`config.mk`:
```
export PLATFORM = sky130hd
export DESIGN_NAME = rpn_operand_stack
export DESIGN_NICKNAME = d
export VERILOG_FILES = /design/src/rtl/rpn_pkg.sv /design/src/rtl/rpn_stack_entry.sv /design/src/rtl/rpn_operand_stack.sv
export SDC_FILE = /design/constraint.sdc
export NUM_CORES = 1
export LEC_CHECK = 0
export BUFFER_PORTS_ARGS = -buffer_cell sky130_fd_sc_hd__clkbuf_2
export CORE_MARGIN = 2
export CORE_UTILIZATION = 25
export DETAILED_ROUTE_END_ITERATION = 8
export PLACE_DENSITY = 0.42
export SLEW_MARGIN = 20
export SYNTH_ARGS = -nofsm -noshare
export SYNTH_HDL_FRONTEND = slang
export SYNTH_SLANG_ARGS = --single-unit
```
`constraint.sdc`:
```
create_clock -name clk -period 2.9 [get_ports clk]
set_input_delay 0.58 -clock clk [delete_from_list [all_inputs] [get_ports clk]]
set_output_delay 0.58 -clock clk [all_outputs]
set_load 0.02 [all_outputs]
```
`src/rtl/rpn_pkg.sv`:
```
// Shared RPN datapath definitions: stack command codes, entry next-value selects
// and the default operand width used by the stack, ALU and display.
package rpn_pkg;

  localparam int RPN_WIDTH = 16;

  typedef enum logic [2:0] {
    CMD_NOP    = 3'd0,
    CMD_PUSH   = 3'd1,
    CMD_POP    = 3'd2,
    CMD_SWAP   = 3'd3,
    CMD_REDUCE = 3'd4,
    CMD_DUP    = 3'd5,
    CMD_CLEAR  = 3'd6,
    CMD_RSVD   = 3'd7
  } cmd_t;

  // "above" is the shallower neighbour (index-1), "below" the deeper one (index+1)
  typedef enum logic [1:0] {
    SEL_HOLD  = 2'd0,
    SEL_ABOVE = 2'd1,
    SEL_BELOW = 2'd2,
    SEL_LOAD  = 2'd3
  } sel_t;

endpackage

```
`src/rtl/rpn_stack_entry.sv`:
```
// One stack slot: WIDTH-bit register choosing between hold, the neighbour above,
// the neighbour below, or the din operand; clr forces the slot to zero.
module rpn_stack_entry
  import rpn_pkg::*;
#(
  parameter int WIDTH = RPN_WIDTH
) (
  input  logic             clk,
  input  logic             clr,
  input  logic [1:0]       sel,
  input  logic [WIDTH-1:0] above,
  input  logic [WIDTH-1:0] below,
  input  logic [WIDTH-1:0] din,
  output logic [WIDTH-1:0] q
);

  always_ff @(posedge clk) begin
    if (clr) begin
      q <= '0;
    end else begin
      case (sel)
        SEL_ABOVE: q <= above;
        SEL_BELOW: q <= below;
        SEL_LOAD:  q <= din;
        default:   q <= q;
      endcase
    end
  end

endmodule

```
`src/rtl/rpn_operand_stack.sv`:
```
// LIFO operand stack for the RPN datapath; exposes top/next to the ALU.
// Build option RPN_STACK_WRAP_EN: PUSH/DUP on a full stack drops the bottom entry.
module rpn_operand_stack
  import rpn_pkg::*;
#(
  parameter int WIDTH = RPN_WIDTH,
  parameter int DEPTH = 8
) (
  input  logic                       clk,
  input  logic                       reset,
  input  logic                       cmd_valid,
  input  logic [2:0]                 cmd,
  input  logic [WIDTH-1:0]           din,
  output logic [WIDTH-1:0]           top,
  output logic [WIDTH-1:0]           next,
  output logic [$clog2(DEPTH+1)-1:0] count,
  output logic                       empty,
  output logic                       full,
  output logic                       err
);

  localparam int CW = $clog2(DEPTH+1);

  logic [WIDTH-1:0] q     [DEPTH];
  logic [WIDTH-1:0] above [DEPTH];
  logic [WIDTH-1:0] below [DEPTH];
  logic [1:0]       sel   [DEPTH];

  logic          do_push, do_dup, do_pop, do_swap, do_reduce, do_clear;
  logic [CW-1:0] count_nxt;
  logic          err_nxt;
  logic          lt_two;

  assign empty  = (count == '0);
  assign full   = (count == CW'(DEPTH));
  assign lt_two = (count < CW'(2));

  always_comb begin
    do_push   = 1'b0;
    do_dup    = 1'b0;
    do_pop    = 1'b0;
    do_swap   = 1'b0;
    do_reduce = 1'b0;
    do_clear  = 1'b0;
    count_nxt = count;
    err_nxt   = err;
    if (cmd_valid) begin
      case (cmd_t'(cmd))
        CMD_PUSH, CMD_DUP: begin
          if (cmd_t'(cmd) == CMD_DUP && empty) begin
            err_nxt = 1'b1;
          end else if (full) begin
`ifdef RPN_STACK_WRAP_EN
            do_push = (cmd_t'(cmd) == CMD_PUSH);
            do_dup  = (cmd_t'(cmd) == CMD_DUP);
`else
            err_nxt = 1'b1;
`endif
          end else begin
            do_push   = (cmd_t'(cmd) == CMD_PUSH);
            do_dup    = (cmd_t'(cmd) == CMD_DUP);
            count_nxt = count + CW'(1);
          end
        end
        CMD_POP: begin
          if (empty) begin
            err_nxt = 1'b1;
          end else begin
            do_pop    = 1'b1;
            count_nxt = count - CW'(1);
          end
        end
        CMD_SWAP: begin
          if (lt_two) err_nxt = 1'b1;
          else        do_swap = 1'b1;
        end
        CMD_REDUCE: begin
          if (lt_two) begin
            err_nxt = 1'b1;
          end else begin
            do_reduce = 1'b1;
            count_nxt = count - CW'(1);
          end
        end
        CMD_CLEAR: begin
          do_clear  = 1'b1;
          count_nxt = '0;
          err_nxt   = 1'b0;
        end
        CMD_RSVD: err_nxt = 1'b1;
        default:  ;
      endcase
    end
  end

  // DUP shifts down like PUSH but slot 0 keeps its value, so slot 1 receives the copy
  always_comb begin
    for (int i = 0; i < DEPTH; i++) begin
      sel[i] = SEL_HOLD;
      if (do_push)
        sel[i] = (i == 0) ? SEL_LOAD : SEL_ABOVE;
      else if (do_dup)
        sel[i] = (i == 0) ? SEL_HOLD : SEL_ABOVE;
      else if (do_pop)
        sel[i] = SEL_BELOW;
      else if (do_swap)
        sel[i] = (i == 0) ? SEL_BELOW : ((i == 1) ? SEL_ABOVE : SEL_HOLD);
      else if (do_reduce)
        sel[i] = (i == 0) ? SEL_LOAD : SEL_BELOW;
    end
  end

  for (genvar i = 0; i < DEPTH; i++) begin : g_entry
    if (i == 0) begin : g_first
      assign above[i] = '0;
    end else begin : g_above
      assign above[i] = q[i-1];
    end
    if (i == DEPTH-1) begin : g_last
      assign below[i] = '0;
    end else begin : g_below
      assign below[i] = q[i+1];
    end

    rpn_stack_entry #(.WIDTH(WIDTH)) u_entry (
      .clk   (clk),
      .clr   (reset | do_clear),
      .sel   (sel[i]),
      .above (above[i]),
      .below (below[i]),
      .din   (din),
      .q     (q[i])
    );
  end

  always_ff @(posedge clk) begin
    if (reset) begin
      count <= '0;
      err   <= 1'b0;
    end else begin
      count <= count_nxt;
      err   <= err_nxt;
    end
  end

  assign top  = empty  ? '0 : q[0];
  assign next = lt_two ? '0 : q[1];

endmodule
```
# Yosys cells after proc, flatten, opt, wreduce, memory -nomap -nowiden
# Index checks and enable logic that the tools add are counted.
# op_classes
n_eq_ne	24
div_mod_pow	0
n_shift	0
add_sub_neg	2
multipliers	0
n_lt_le_gt_ge	1
n_reduce_logical	11
mux	52
bitwise_logic	1
# ops
operator	count
16-bit case mux with 3 select lines	8
16-bit two-way mux	2
2-bit two-way mux	14
1-bit two-way mux	22
4-bit two-way mux	4
4-bit case mux with 4 select lines	1
2-bit == test, second input constant	6
3-bit == test, second input constant	4
2-bit inequality test, second input constant	5
3-bit nonzero test	3
2-bit by 1-bit == test with 1-bit output, second input constant	3
3-bit by 2-bit == test with 1-bit output, second input constant	2
6-bit AND reduction	1
1-bit case mux with 5 select lines	1
5-bit AND reduction	1
5-bit nonzero test	1
4-bit by 1-bit adder with 4-bit output, second input constant	1
4-bit == test, second input constant	1
4-bit zero test	1
4-bit by 2-bit less-than comparator with 1-bit output, second input constant	1
4-bit nonzero test	1
2-bit OR reduction	2
4-bit by 1-bit subtractor with 4-bit output, second input constant	1
3-bit by 1-bit == test with 1-bit output, second input constant	1
other kinds (4)	4
# word_totals
register_bits	133
output_inout_bits	39
mem_count	0
ram_bits	0
rom_bits	0
latch_bits	0
input_bits	22

# Logic depth before layout (Yosys ltp)
# depth
ltp_word	11
mapped_depth	9
depth_no_buf	8

# By module
# A second synthesis with hierarchy kept.
# unflattened
cells_unflattened	698
hier_area_um2	7400.8
# by_module_without_submodules
mod	seq_area_each_um2	area_each_um2	cells_per_inst	instances
rpn_stack_entry	320.3	827.0	74	8
rpn_operand_stack	100.1	784.5	106	1

# Worst setup path after synthesis
# Ideal clock, no wire load.
# synth_timing
path_kind	in2reg
start	in cmd[2]
end	reg count[3]
t_required_ns	2.783
setup_slack_ns	0.547
path_buffers	1
t_arrival_ns	2.236
cell_stages	9
cell_sequence	buf_2 -> nand2b_1 -> a21oi_1 -> ha_1 -> a21o_1 -> a21oi_1 -> xnor2_1 -> o21bai_1 -> a32o_1
# synth_via
elab_chain_len	4
word_cells_on_any_way	14
classes_between	eq/ne (9); mux (1); reduce/logical (4)
# synth_lines
element	line_no	text
start, declared	rpn_operand_stack.sv:12	input logic [2:0] cmd,
3-bit == test / 3-bit by 1-bit == test with 1-bit output (equally long branches)	rpn_operand_stack.sv:48, rpn_operand_stack.sv:50	
2-bit OR reduction / 1-bit logical AND (equally long branches)	rpn_operand_stack.sv:48, rpn_operand_stack.sv:50	
4-bit nonzero test (no line) / 2-bit inequality test (equally long branches)	-	
6-bit AND reduction (no line)	-	
end signal, assigned	rpn_operand_stack.sv:141	count <= count_nxt;
end, declared	rpn_operand_stack.sv:16	output logic [$clog2(DEPTH+1)-1:0] count,
# Parallel ways exist; a longest one is shown, timed or not.
# A chain may end at the register's enable or synchronous reset.

# Worst setup path in the final report
# layout_timing
start	reg count[2]
end	out next[14]
# layout_via
elab_chain_len	2
# layout_lines
element	line_no	text
4-bit by 2-bit less-than comparator with 1-bit output	rpn_operand_stack.sv:36	assign lt_two = (count < CW'(2));
16-bit two-way mux	rpn_operand_stack.sv:147	assign next = lt_two ? '0 : q[1];
end, declared	rpn_operand_stack.sv:15	output logic [WIDTH-1:0] next,
# Every way passes these cells.

==> results.py <==
metrics = {
    "run_status": {
        "outcome": "finished, violations left",
        "failed_checks": "design-rule violations",
    },
    "placed_design": {
        "gp_congestion": 0.7633,
        "placedCellCount": 868,
        "hpwl_um": 9178,
        "placement.cell_area_um2": 6067,
        "preCtsSetupSlack_ns": 0.3395,
        "buffer_ports.inserted": 60,
    },
    "sta": {
        "fin_worst_hold_slack_ns": 0.4314,
        "worst_slew_pin_slew_ns": 0.7663,
        "clock-skew-final_ns": 0.008879,
        "highest_clock_frequency_the_design_can_meet_ghz": 0.3844,
        "timing.final.setup_violations": 0,
        "max_slew_margin_pct": 48.92,
        "totalNegativeSetupSlack_ns": 0,
        "final_period_minus_worst_setup_slack_ns": 2.601,
        "post_route_setup_slack_ns": 0.2987,
        "report.final.hold_viol_count": 0,
        "report.final.slew_viol_count": 0,
        "layout_worst_path_cycle_share_pct": 89.70,
        "rsz0062_at_grt": "no",
    },
    "power": {
        "switching_share_pct": 25.03,
        "cellPowerDensity_nw_per_um2": 667.7,
        "sw_power_mw": 1.112,
        "power_frac_seq_pct": 43.1,
        "power_mw": 4.445,
        "clock_power_share_pct": 48.3,
        "internal-power_mw": 3.332,
        "comb_power_share_pct": 8.6,
        "p_leak_nw": 2.354,
        "peakVddDrop_mv": 0.3797,
    },
    "detailed_routing": {
        "final_routed_drc_violation_total": 13,
        "post_drt_wl_per_cell_um": 15.76,
        "drt-pass1-iter-count": 9,
        "wl_um": 14160,
        "via_count": 4719,
        "route.antenna.remaining_nets": 0,
        "detail_route.iter0.violations": 651,
        "vias_per_cell": 5.249,
    },
    "setup_path": {
        "timing.critical_path.cells": "nor3_2, buf_4, nor2b_1, clkbuf_2",
        "reg2reg_slack_ns": 0.60,
        "path_class": "reg2out",
        "cp_slowest_cell": "sky130_fd_sc_hd__nor3_2",
        "crit_path_capture_type": "primary output",
        "worst-path-buf-inv": 2,
        "timing.critical_path.required_ns": 2.32,
        "critical-path-top-delay-family": "simple AND/OR/NAND/NOR gates",
        "timing.critical_path.arrival_ns": 2.02,
        "worstPathMaxFanout": 15,
        "worst_setup_path_start_kind": "register",
        "critical_path.max_stage_delay_ns": 0.58,
    },
    "cts": {
        "cts_htree_levels": 4,
        "clkLatencyLatePin_ns": 0.42,
        "numCtsBuffers": 17,
        "cts-hold-fix-buffers": 0,
        "clock-sinks": 133,
        "cts_resized": 0,
        "number_of_buffers_inserted_by_post_cts_setup_repair": 0,
        "cts.clk_slew.worst_paths_ns": 0.06,
        "clockBufferDepth": 2,
        "cts_root_buf": "sky130_fd_sc_hd__clkbuf_16",
        "tritoncts": "built",
    },
    "global_route": {
        "grt_util_met3_pct": 2.949,
        "globalRouteTotalUtil_pct": 12.23,
        "globalRoute.totalOverflow": 0,
        "global_route.usage.met1_pct": 17.86,
        "grt_antenna_before_repair": 0,
        "groute.layer.met2.usage_pct": 17.62,
        "grt_start_max_net_pins": 81,
        "gr-max-usage-layer": "met1",
        "first_global_vias": 4429,
        "global_route_wire_length_before_repair_um": 23760,
    },
    "die": {
        "die-width_um": 153.5,
        "core.rowCount": 54,
        "fp.dieH_um": 153.5,
        "core_region_area_um2": 21890,
        "io_pins": 61,
        "dieArea_um2": 23550,
        "floorplan.initialDensity_pct": 25.51,
    },
    "cells_and_area": {
        "layout.cells.most_common": "sky130_fd_sc_hd__dfxtp_1",
        "finish.cell_count_without_fillers": 899,
        "fin_util_pct": 30.41,
        "nNetsFinal": 632,
        "antenna_cells": 0,
        "post-route-cell-area_um2": 6656,
        "layout-drive-gt1-share_pct": 18.74,
        "area_growth_syn_to_layout_pct": 19.18,
        "most-common-layout-cells": "133 x sky130_fd_sc_hd__dfxtp_1, 100 x sky130_fd_sc_hd__nor2_1, 80 x sky130_fd_sc_hd__a222oi_1",
    },
    "yosys": {
        "synth_area_um2": 5585,
        "ys_seq_elements": 133,
        "synth_edf_count": 0,
        "synth.yosys.warnings": 0,
        "mappedNetlistNets": 601,
        "synth-xor-area-share_pct": 0.3136,
        "synthesis.instances": 576,
        "yosys-mux-area-fraction_pct": 3.047,
        "ys_seq_area_share_pct": 47.67,
        "synth_compound_area_share_pct": 26.37,
        "post_synth_adder_cell_area_pct": 0.8065,
        "ys_async_sr_fraction_pct": 0,
        "synthFlopType": "sky130_fd_sc_hd__dfxtp_1",
        "synth.lib_cells_used.distinct": 42,
        "dominant_combinational_cell_family_by_area_after_synthesis": "compound AO/OA/AOI/OAI gates",
        "syn_avg_cell_area_um2": 9.697,
        "synth_simple_gate_area_share_pct": 15.34,
    },
    "worst_hold_path": {
        "type_of_the_most_critical_hold_path": "in2reg",
    },
    "job": {
        "max_cap_viol_count": 0,
    },
}
sequential cells by signal (all words and copies together) (netlist names):
signal,count
err,1
count,4
g_entry.u_entry.q,128
worst register-to-register path, delay by kind of cell, from the launching register on:
kind,cells,cell delay [ns]
simple gates,3,0.48
flops,1,0.57
buf+inv,1,0.28
compound gates,2,0.84
kinds of logic (layout without fill, tap and decap cells):
| group | count (synthesis) | after routing |
|---|---|---|
| flops | 133 | 133 |
| fa+ha+maj | 3 | 3 |
| buf+inv | 63 | 106 |
| compound gates | 180 | 180 |
| mux | 17 | 17 |
| simple gates | 178 | 178 |
| xor+xnor | 2 | 2 |
metal layers:
metal | vias up | wire length, um | share of wire (%)
li1 | 2280 | - | -
met1 | 2298 | 7269 | 51
met2 | 131 | 6087 | 43
met3 | 10 | 659 | 4.7
met4 | 0 | 148 | 1.0
met5 | - | 0 | 0
final timing paths:
kind	start	end	cells after the start
worst max-delay path	count[2]	next[14]	4
worst min register to register	err	err	2
worst min-delay path	reset	count[1]	2
worst max register to register	count[0]	g_entry[5].u_entry.q[7]	6
power by group through the flow:
| stage | Sequential (mW) | Combinational (mW) | Clock (mW) |
|---|---|---|---|
| floorplan | 1.94 | 0.285 | 0 |
| global placement | 1.95 | 0.377 | 0 |
| detailed placement | 1.96 | 0.386 | 0 |
| CTS | 1.92 | 0.387 | 2.20 |
| global route | 1.92 | 0.427 | 2.28 |
| finish | 1.91 | 0.384 | 2.15 |
Yosys cell counts (3+ instances only):
cell                         n  area share [%]
sky130_fd_sc_hd__a21oi_1    39             3.5
sky130_fd_sc_hd__a222oi_1   80              14
sky130_fd_sc_hd__a22oi_1    33             4.4
sky130_fd_sc_hd__buf_2      15             1.3
sky130_fd_sc_hd__buf_6      13             2.6
sky130_fd_sc_hd__clkbuf_1   33             2.2
sky130_fd_sc_hd__dfxtp_1   133              48
sky130_fd_sc_hd__mux2i_1    17             3.0
sky130_fd_sc_hd__nand2_1    19             1.3
sky130_fd_sc_hd__nand2b_1    3            0.34
sky130_fd_sc_hd__nor2_1    100             6.7
sky130_fd_sc_hd__nor2b_1    34             3.8
sky130_fd_sc_hd__o31ai_1    17             2.3
cell type report:
class / count / area [um2]
flip-flops and latches: 133 / 2663
well taps: 280 / 350.3
clock buffers: 18 / 429.2
multi-input cells: 380 / 2591
repair buffers: 75 / 462.9
fillers: 2287 / 15230
clock inverters: 13 / 160.2
No activity file was read; power rests on OpenSTA's default activity.
